--- src/rtl/feature_streamer.sv ---
// Buffers one frame of features from a valid/ready byte source, replays them to the
// inference core as index/data/start strobes, then waits (with a watchdog) for the result.
module feature_streamer #(
   parameter int NUM_FEATURES = 136,
   parameter int DATA_W       = 8,
   parameter int IDX_W        = 8,
   parameter int TIMEOUT      = 4096
) (
   input  logic              clk,
   input  logic              rst,
   input  logic              wr_valid,
   output logic              wr_ready,
   input  logic [DATA_W-1:0] wr_data,
   output logic              ds_start,
   output logic [IDX_W-1:0]  ds_index,
   output logic [DATA_W-1:0] ds_data,
   input  logic [DATA_W-1:0] ds_out_data,
   input  logic              ds_done,
   output logic              result_valid,
   output logic [DATA_W-1:0] result_data,
   output logic              result_err,
   input  logic              result_ack,
   output logic              busy
);

   localparam int WD_W = $clog2(TIMEOUT + 1);
   localparam logic [IDX_W-1:0] LAST_IDX = IDX_W'(NUM_FEATURES - 1);
   localparam logic [WD_W-1:0]  WD_LAST  = WD_W'(TIMEOUT - 1);

   typedef enum logic [2:0] {S_LOAD, S_SEND, S_GAP, S_WAIT, S_RESULT} state_t;

   state_t            state_q, state_d;
   logic [IDX_W-1:0]  wr_ptr_q, wr_ptr_d;
   logic [IDX_W-1:0]  rd_ptr_q, rd_ptr_d;
   logic [IDX_W-1:0]  rd_next;
   logic [WD_W-1:0]   wd_q, wd_d;
   logic [DATA_W-1:0] ds_data_q, ds_data_d;
   logic [DATA_W-1:0] result_data_q, result_data_d;
   logic              result_err_q, result_err_d;
   logic              wr_fire;

   // Feature buffer: no reset, every entry is rewritten before it is replayed.
   logic [DATA_W-1:0] feat_mem_q [NUM_FEATURES];

   assign wr_fire = (state_q == S_LOAD) && wr_valid;
   assign rd_next = rd_ptr_q + IDX_W'(1);

   always_ff @(posedge clk) begin
      if (wr_fire) begin
         feat_mem_q[wr_ptr_q] <= wr_data;
      end
   end

   always_ff @(posedge clk) begin
      if (rst) begin
         state_q       <= S_LOAD;
         wr_ptr_q      <= '0;
         rd_ptr_q      <= '0;
         wd_q          <= '0;
         ds_data_q     <= '0;
         result_data_q <= '0;
         result_err_q  <= 1'b0;
      end else begin
         state_q       <= state_d;
         wr_ptr_q      <= wr_ptr_d;
         rd_ptr_q      <= rd_ptr_d;
         wd_q          <= wd_d;
         ds_data_q     <= ds_data_d;
         result_data_q <= result_data_d;
         result_err_q  <= result_err_d;
      end
   end

   always_comb begin
      state_d       = state_q;
      wr_ptr_d      = wr_ptr_q;
      rd_ptr_d      = rd_ptr_q;
      wd_d          = wd_q;
      ds_data_d     = ds_data_q;
      result_data_d = result_data_q;
      result_err_d  = result_err_q;
      case (state_q)
         S_LOAD: begin
            if (wr_valid) begin
               if (wr_ptr_q == LAST_IDX) begin
                  wr_ptr_d  = '0;
                  rd_ptr_d  = '0;
                  ds_data_d = feat_mem_q[0];
                  state_d   = S_SEND;
               end else begin
                  wr_ptr_d = wr_ptr_q + IDX_W'(1);
               end
            end
         end
         S_SEND: begin
            state_d = S_GAP;
         end
         S_GAP: begin
            if (rd_ptr_q == LAST_IDX) begin
               wd_d    = '0;
               state_d = S_WAIT;
            end else begin
               // Data is fetched on the way into SEND so it is registered when the strobe rises.
               rd_ptr_d  = rd_next;
               ds_data_d = feat_mem_q[rd_next];
               state_d   = S_SEND;
            end
         end
         S_WAIT: begin
            wd_d = wd_q + WD_W'(1);
            if (ds_done) begin
               result_data_d = ds_out_data;
               result_err_d  = 1'b0;
               state_d       = S_RESULT;
            end else if (wd_q == WD_LAST) begin
               result_data_d = '0;
               result_err_d  = 1'b1;
               state_d       = S_RESULT;
            end
         end
         S_RESULT: begin
            if (result_ack) begin
               result_err_d = 1'b0;
               state_d      = S_LOAD;
            end
         end
         default: begin
            state_d = S_LOAD;
         end
      endcase
   end

   always_comb begin
      wr_ready     = (state_q == S_LOAD);
      ds_start     = (state_q == S_SEND);
      busy         = (state_q != S_LOAD);
      result_valid = (state_q == S_RESULT);
      ds_index     = rd_ptr_q;
      ds_data      = ds_data_q;
      result_data  = result_data_q;
      result_err   = result_err_q;
   end

endmodule

--- config.mk ---
export PLATFORM = sky130hd
export DESIGN_NAME = feature_streamer
export DESIGN_NICKNAME = d
export VERILOG_FILES = /design/src/rtl/feature_streamer.sv
export SDC_FILE = /design/constraint.sdc
export NUM_CORES = 1
export LEC_CHECK = 0
export ABC_AREA = 1
export CORE_MARGIN = 2
export CORE_UTILIZATION = 35
export DETAILED_ROUTE_END_ITERATION = 6
export PLACE_DENSITY_LB_ADDON = 0.25
export SLEW_MARGIN = 10
export SYNTH_ARGS = -nofsm -noshare
export SYNTH_HDL_FRONTEND = slang
export SYNTH_SLANG_ARGS = --single-unit
--- constraint.sdc ---
create_clock -name clk -period 2 [get_ports clk]
set_input_delay 0.3 -clock clk [delete_from_list [all_inputs] [get_ports clk]]
set_output_delay 0.3 -clock clk [all_outputs]
set_load 0.005 [all_outputs]
* Word level (Yosys, flattened, before mapping) *
Memories as Yosys holds them, arrays and structs flattened.
Cells that the tools add are included.

storage, ports and cells
  register bits = 49
  bits in latches = 0
  bits in writable memories = 1,088
  bits in read-only memories = 0
  word-level logic and storage cells = 63
  memories kept = 1

cells by class
  add/subtract/negate cells = 3
  multipliers = 0
  divide/modulo/power cells = 0
  $lt $le $gt $ge = 0
  equality and inequality tests = 13
  shift operators = 0
  muxes and demuxes = 26
  bitwise logic cells = 0
  reduce and logical (&&, ||, !) cells = 13

memory list
  memory      words  bits a word  rd ports  clocked after memory_dff  write ports  RTL line  source
  feat_mem_q  136    8            2         0                         1            43        logic [DATA_W-1:0] feat_mem_q [NUM_FEATURES];

operator list
  operator                 number
  $mux W8                  9
  $pmux W8 S2              2
  $pmux W13 S2             1
  $add A8 B1 Y8 const B    2
  $eq A8 B8 Y1 const B     2
  $mux W3                  5
  $pmux W3 S5              1
  $add A13 B1 Y13 const B  1
  $eq A13 B12 Y1 const B   1
  $mux W13                 1
  $reduce_and A4 Y1        2
  $reduce_bool A2 Y1       4
  $eq A3 B2 Y1 const B     2
  $ne A2 B2 Y1 const B     3
  $reduce_and A2 Y1        3
  $mux W1                  5
  $ne A2 B1 Y1 const B     2
  $eq A3 B1 Y1 const B     1
  $eq A3 B3 Y1 const B     1
  $logic_not A3 Y1         1
  $ne A3 B3 Y1 const B     1
  $reduce_and A3 Y1        1
  $reduce_bool A3 Y1       1
  $mux W2                  1
  other kinds (2)          2

* Longest topological paths before layout *
  depth after elaboration = 4
  mapped depth = 17
  depth with buffers taken out = 13

* Least setup slack after synthesis *
OpenSTA, ideal clock, no wires.

  kind = register to register
  start point = register state_q[2]
  end point = memory feat_mem_q[111][0] (enable)
  library setup time = 0.370 ns
  arrival = 1.718 ns
  data required time = 1.630 ns
  slack = -0.088 ns
  stages on the path, launching flop included = 12
  buffers on the path = 0
  cells stage by stage = dfxtp_1 -> nor2_2 -> inv_1 -> nor2_2 -> inv_2 -> nor2_4 -> inv_2 -> nor2_2 -> inv_1 -> nor2_2 -> inv_2 -> nor2_1

between the ends
  word-level cells in the longest chain between the ends = 4

RTL lines
  what                           RTL line  source
  start: declaration             32        state_t state_q, state_d;
  start signal: assignment       64        state_q <= state_d;
  $logic_not A3 Y1               -
  net wr_ready                   12        output logic wr_ready,
  $logic_and A1 B1 Y1            45        assign wr_fire = (state_q == S_LOAD) && wr_valid;
  $mux W1                        49        if (wr_fire) begin
  $mux W1 (implied by the code)  50        feat_mem_q[wr_ptr_q] <= wr_data;
  end: declaration               43

The timed path passes the listed nets, and every way through them passes these cells.

* Worst setup path after layout *
  start point = register rd_ptr_q[0] (netlist: ds_index[0])
  end point = register ds_data_q[2] (netlist: ds_data[2])

between the ends
  word-level cells in the longest chain between the ends = 4
  elaborated cells on any way between the ends = 7
  classes of those cells = 1 x add/sub; 2 x eq/ne; 2 x mux; 1 x reduce/logical; 1 x memory

RTL lines
  what                      RTL line  source
  start: declaration        34        logic [IDX_W-1:0] rd_ptr_q, rd_ptr_d;
  start signal: assignment  66        rd_ptr_q <= rd_ptr_d;
  $add A8 B1 Y8             46        assign rd_next = rd_ptr_q + IDX_W'(1);
  $mem_v2 Z136 W8           -
  $mux W8                   99        if (rd_ptr_q == LAST_IDX) begin
  $pmux W8 S2               82        case (state_q)
  end signal: assignment    68        ds_data_q <= ds_data_d;
  end: declaration          37        logic [DATA_W-1:0] ds_data_q, ds_data_d;

Parallel ways exist; a longest one is shown, timed or not. The select of a mux whose other input is x is not followed.
A chain may end at the register's enable or synchronous reset.

==> impl_results.md <==
- # nets final: 4855
- Violated checks: setup timing
- Number of nets in the synthesized netlist: 4408
- Buffer depth of the longest clock path: 3
- Starting density of the core: 35.3%
- Synthesis-to-layout area growth: 30.7%
- Largest net degree at the start of global routing: 73
- HPWL after detailed placement: 87.3 mm
- Fin cells: 6712
- Post-synthesis adder-cell area fraction: 0.157%
- Clock skew after layout: 0.0250 ns
- Total Wirelength: 150 mm
- Outcome: finished with violations
- Io pins: 50
- Post-DR vias/cell: 5.11
- Maximum VDD drop: 0.659 mV
- Maximum achievable frequency: 417 MHz
- Tot Pwr: 48.6 mW
- Final critical-path share of the clock period: 120%
- Final total negative setup slack: -70.90 ns
- Cell Area, Placed: 53600 um2
- Share of synthesized area occupied by flip-flops and latches: 70.5%
- Max-slew violations: 0
- Compound-Gate Fraction of Synth Area: 3.63%
- Core Area: 135000 um2
- Via count of the first global-routing pass: 32.9k
- RSZ-0062 raised after global routing: yes
- Number of maximum-capacitance constraint violations: 0
- Worst-Skew Late Latency: 0.72 ns
- Kind of path behind the tightest hold check: in2reg
- Fraction of final layout cells sized beyond drive strength 1: 21.7%
- YS warnings: 0
- Total Routing Usage GR: 21.0%
- Final instance area: 62400 um2
- Area share of xor/xnor cells in the synthesized design: 0.162%
- Max-slew headroom at the worst pin: 46.3%
- Global-route wire length before repair: 218 mm
- Clock slew seen by the registers of the worst setup and hold paths: 0.07 ns
- Data arrival at the endpoint of the critical path: 3.05 ns
- Routed WL per cell: 22.3 um
- Root buf cell: sky130_fd_sc_hd__clkbuf_16
- Critical path endpoint category: flip-flop
- Pwr per Cell Area: 779 nW/um2
- Final weighted congestion in routability-driven placement: 0.888
- Mux cell area share after synthesis: 0%
- Chip Height: 373 um
- Number of cells in the design after placement: 6386
- First drt pass iteration count: 6
- H-tree levels: 3
- Die extent in x: 373 um
- P_leak: 23.2 nW
- Clock period minus final worst setup slack: 2.40 ns
- Hold Vio Cnt, Final: 0
- Via Count: 34.3k
- DRC Markers: 0
- Floorplan row count: 135
- Main combinational cell family by area after synthesis: simple AND/OR/NAND/NOR gates
- Fillers: 12.3k
- Hold slack final: 0.0546 ns
- Slew @ Worst Pin: 0.802 ns
- Count of port buffers added during placement: 49
- Number of distinct library cells after synthesis: 42
- Gr ovfl total: 0
- Synth Register Bits: 1137
- Endpoints failing setup: 934
- Required time reported for the critical path endpoint: 2.66 ns
- Cell area after synthesis: 47800 um2
- TritonCTS Buffers: 118
- Crit path launch type: flip-flop
- Worst Slack Setup Final: -0.397 ns
- Clock tree from TritonCTS: done
- Initial antenna violation count: 1
- 1st-iter DRT viols: 3473
- CTS sink count: 1137
- Crit-path max FO: 33
- Basic-gate share of the synthesized area counting and, or, nand and nor cells: 21.0%
- Full die area: 139000 um2
- Antenna-violating nets left: 0
- Type of the setup path with the least slack: reg2reg
- Gate count of the mapped netlist: 4381
- Average size of a mapped cell: 10.9 um2
metrics by stage:
step	setup WS (ns)	utilization, %
floorplan	-0.0884	-
CTS	-0.329	44.8
global placement	-0.620	39.6
detailed placement	-0.626	39.6
global route	-0.485	46.1
finish	-0.397	46.1
logic make-up (layout without fill, tap and decap cells):
family                     after synthesis  count (layout)
xor gates and xnor gates                 5               5
other                                    0               2
buffers and inverters                  466            1014
DFF                                   1137            1137
AOI/OAI and AO/OA                      306             306
adders and majority gates                6               6
and+or+nand+nor                       2461            2461
layout by cell type, fill, tap and decap left out, drive strengths merged, types with 2 or more instances in the layout:
master         Yosys  routed
o211ai            48      48
o21ai            178     178
diode              0       2
clkinv             4      55
a211oi             2       2
buf              174     514
a22oi              2       2
a221oi             3       3
clkdlybuf4s50      0      28
inv              213     215
bufinv             0       7
clkinvlp           0       9
clkbuf            75     160
edfxtp          1088    1088
dlygate4sd3        0       6
nand4              2       2
a311oi             2       2
nand3            580     580
dfxtp             49      49
nand2           1409    1409
dlymetal6s2s       0       2
o22ai             16      16
bufbuf             0      11
dlygate4sd2        0       6
nor2             458     458
ha                 6       6
a21oi             50      50
nor3              10      10
xor2               4       4
metal layers:
layer  up-vias  track usage [%]  wire length (um)
li1      15900                -                 -
met1     16900             28.9             64600
met2      1262             33.5             69700
met3       257             3.50             10600
met4         0             7.38              5050
met5         -                0                 0
area by class of cell:
type / instances / area (um2) / share of cell area, %
Tap cell: 1781 / 2230 / 3.57
Clock buffer: 155 / 3230 / 5.17
Sequential cell: 1137 / 33700 / 54.0
Multi-Input combinational cell: 2778 / 14100 / 22.5
Antenna cell: 2 / 5.00 / 0.00802
Timing Repair Buffer: 573 / 7750 / 12.4
Inverter: 217 / 860 / 1.38
Clock inverter: 66 / 536 / 0.858
Timing Repair inverter: 3 / 61.3 / 0.0982
synthesized netlist by cell type, drive strengths merged:
library cell / n / area [um2]
a211oi: 2 / 15.0
nand3: 580 / 2920
ha: 6 / 75.1
nor4: 1 / 12.5
o21ai: 178 / 891
nor3: 10 / 55.1
xnor2: 1 / 27.5
a221oi: 3 / 26.3
a31o: 1 / 8.76
nand4: 2 / 12.5
nor2: 458 / 1740
o221ai: 1 / 8.76
buf: 174 / 1080
a31oi: 1 / 6.26
nand2: 1409 / 5290
o21a: 1 / 7.51
edfxtp: 1088 / 32700
inv: 213 / 800
o22ai: 16 / 100
a21oi: 50 / 269
dfxtp: 49 / 981
o211ai: 48 / 360
a21o: 1 / 7.51
a22oi: 2 / 15.0
xor2: 4 / 50.1
clkbuf: 75 / 282
a311oi: 2 / 17.5
clkinv: 4 / 15.0
nand3b: 1 / 7.51
power breakdown:
part	internal, mW	switching, mW	leakage, nW
Combinational	0.276	0.707	11.2
Clock	12.2	9.32	1.83
Sequential	26.1	0.0111	10.2
Total	38.6	10.0	23.2
registers in the layout, indices dropped and copies added, names as in the netlist:
signal,flops
wd_q,13
feat_mem_q,1088
ds_data,8
ds_index,8
result_data,8
result_err,1
wr_ptr_q,8
state_q,3
timing repair:
action | 4_1_cts | 5_1_grt
gates resized for setup | 455 | 398
setup buffers | 50 | 17
setup endpoints to repair | 1056 | 1135
endpoints found under the hold margin | 101 | 0
hold buffers | 6 | 0
pin swaps | 39 | 50
cloned | 32 | 6
critical path, cell delays in order, from the launching register on:
cell,delay (ns)
sky130_fd_sc_hd__dfxtp_4,0.37
sky130_fd_sc_hd__ha_4,0.30
sky130_fd_sc_hd__buf_12,0.19
sky130_fd_sc_hd__clkinv_16,0.11
sky130_fd_sc_hd__buf_12,0.18
sky130_fd_sc_hd__nor2_1,0.10
sky130_fd_sc_hd__o21ai_0,0.08
sky130_fd_sc_hd__nand3_1,0.08
sky130_fd_sc_hd__nand3_1,0.19
sky130_fd_sc_hd__nand3_2,0.17
sky130_fd_sc_hd__nand3_2,0.11
sky130_fd_sc_hd__nand3_4,0.08
sky130_fd_sc_hd__nand3_1,0.08
sky130_fd_sc_hd__nand2_1,0.08
sky130_fd_sc_hd__nand2_1,0.06
sky130_fd_sc_hd__a21oi_2,0.11
worst paths after layout:
kind | depth (start not counted) | slack (ns) | start | to
worst max-delay path | 15 | -0.40 | ds_index[0]$_SDFFE_PP0P_ | ds_data[2]$_SDFFE_PP0P_
worst min-delay path | 1 | 0.05 | wr_data[7] | feat_mem_q[61][7]$_DFFE_PP_
worst max register to register | 15 | -0.40 | ds_index[0]$_SDFFE_PP0P_ | ds_data[2]$_SDFFE_PP0P_
worst min register to register | 2 | 0.46 | result_data[5]$_SDFFE_PP0P_ | result_data[5]$_SDFFE_PP0P_
Note: power is estimated with default switching activity, not from simulation.
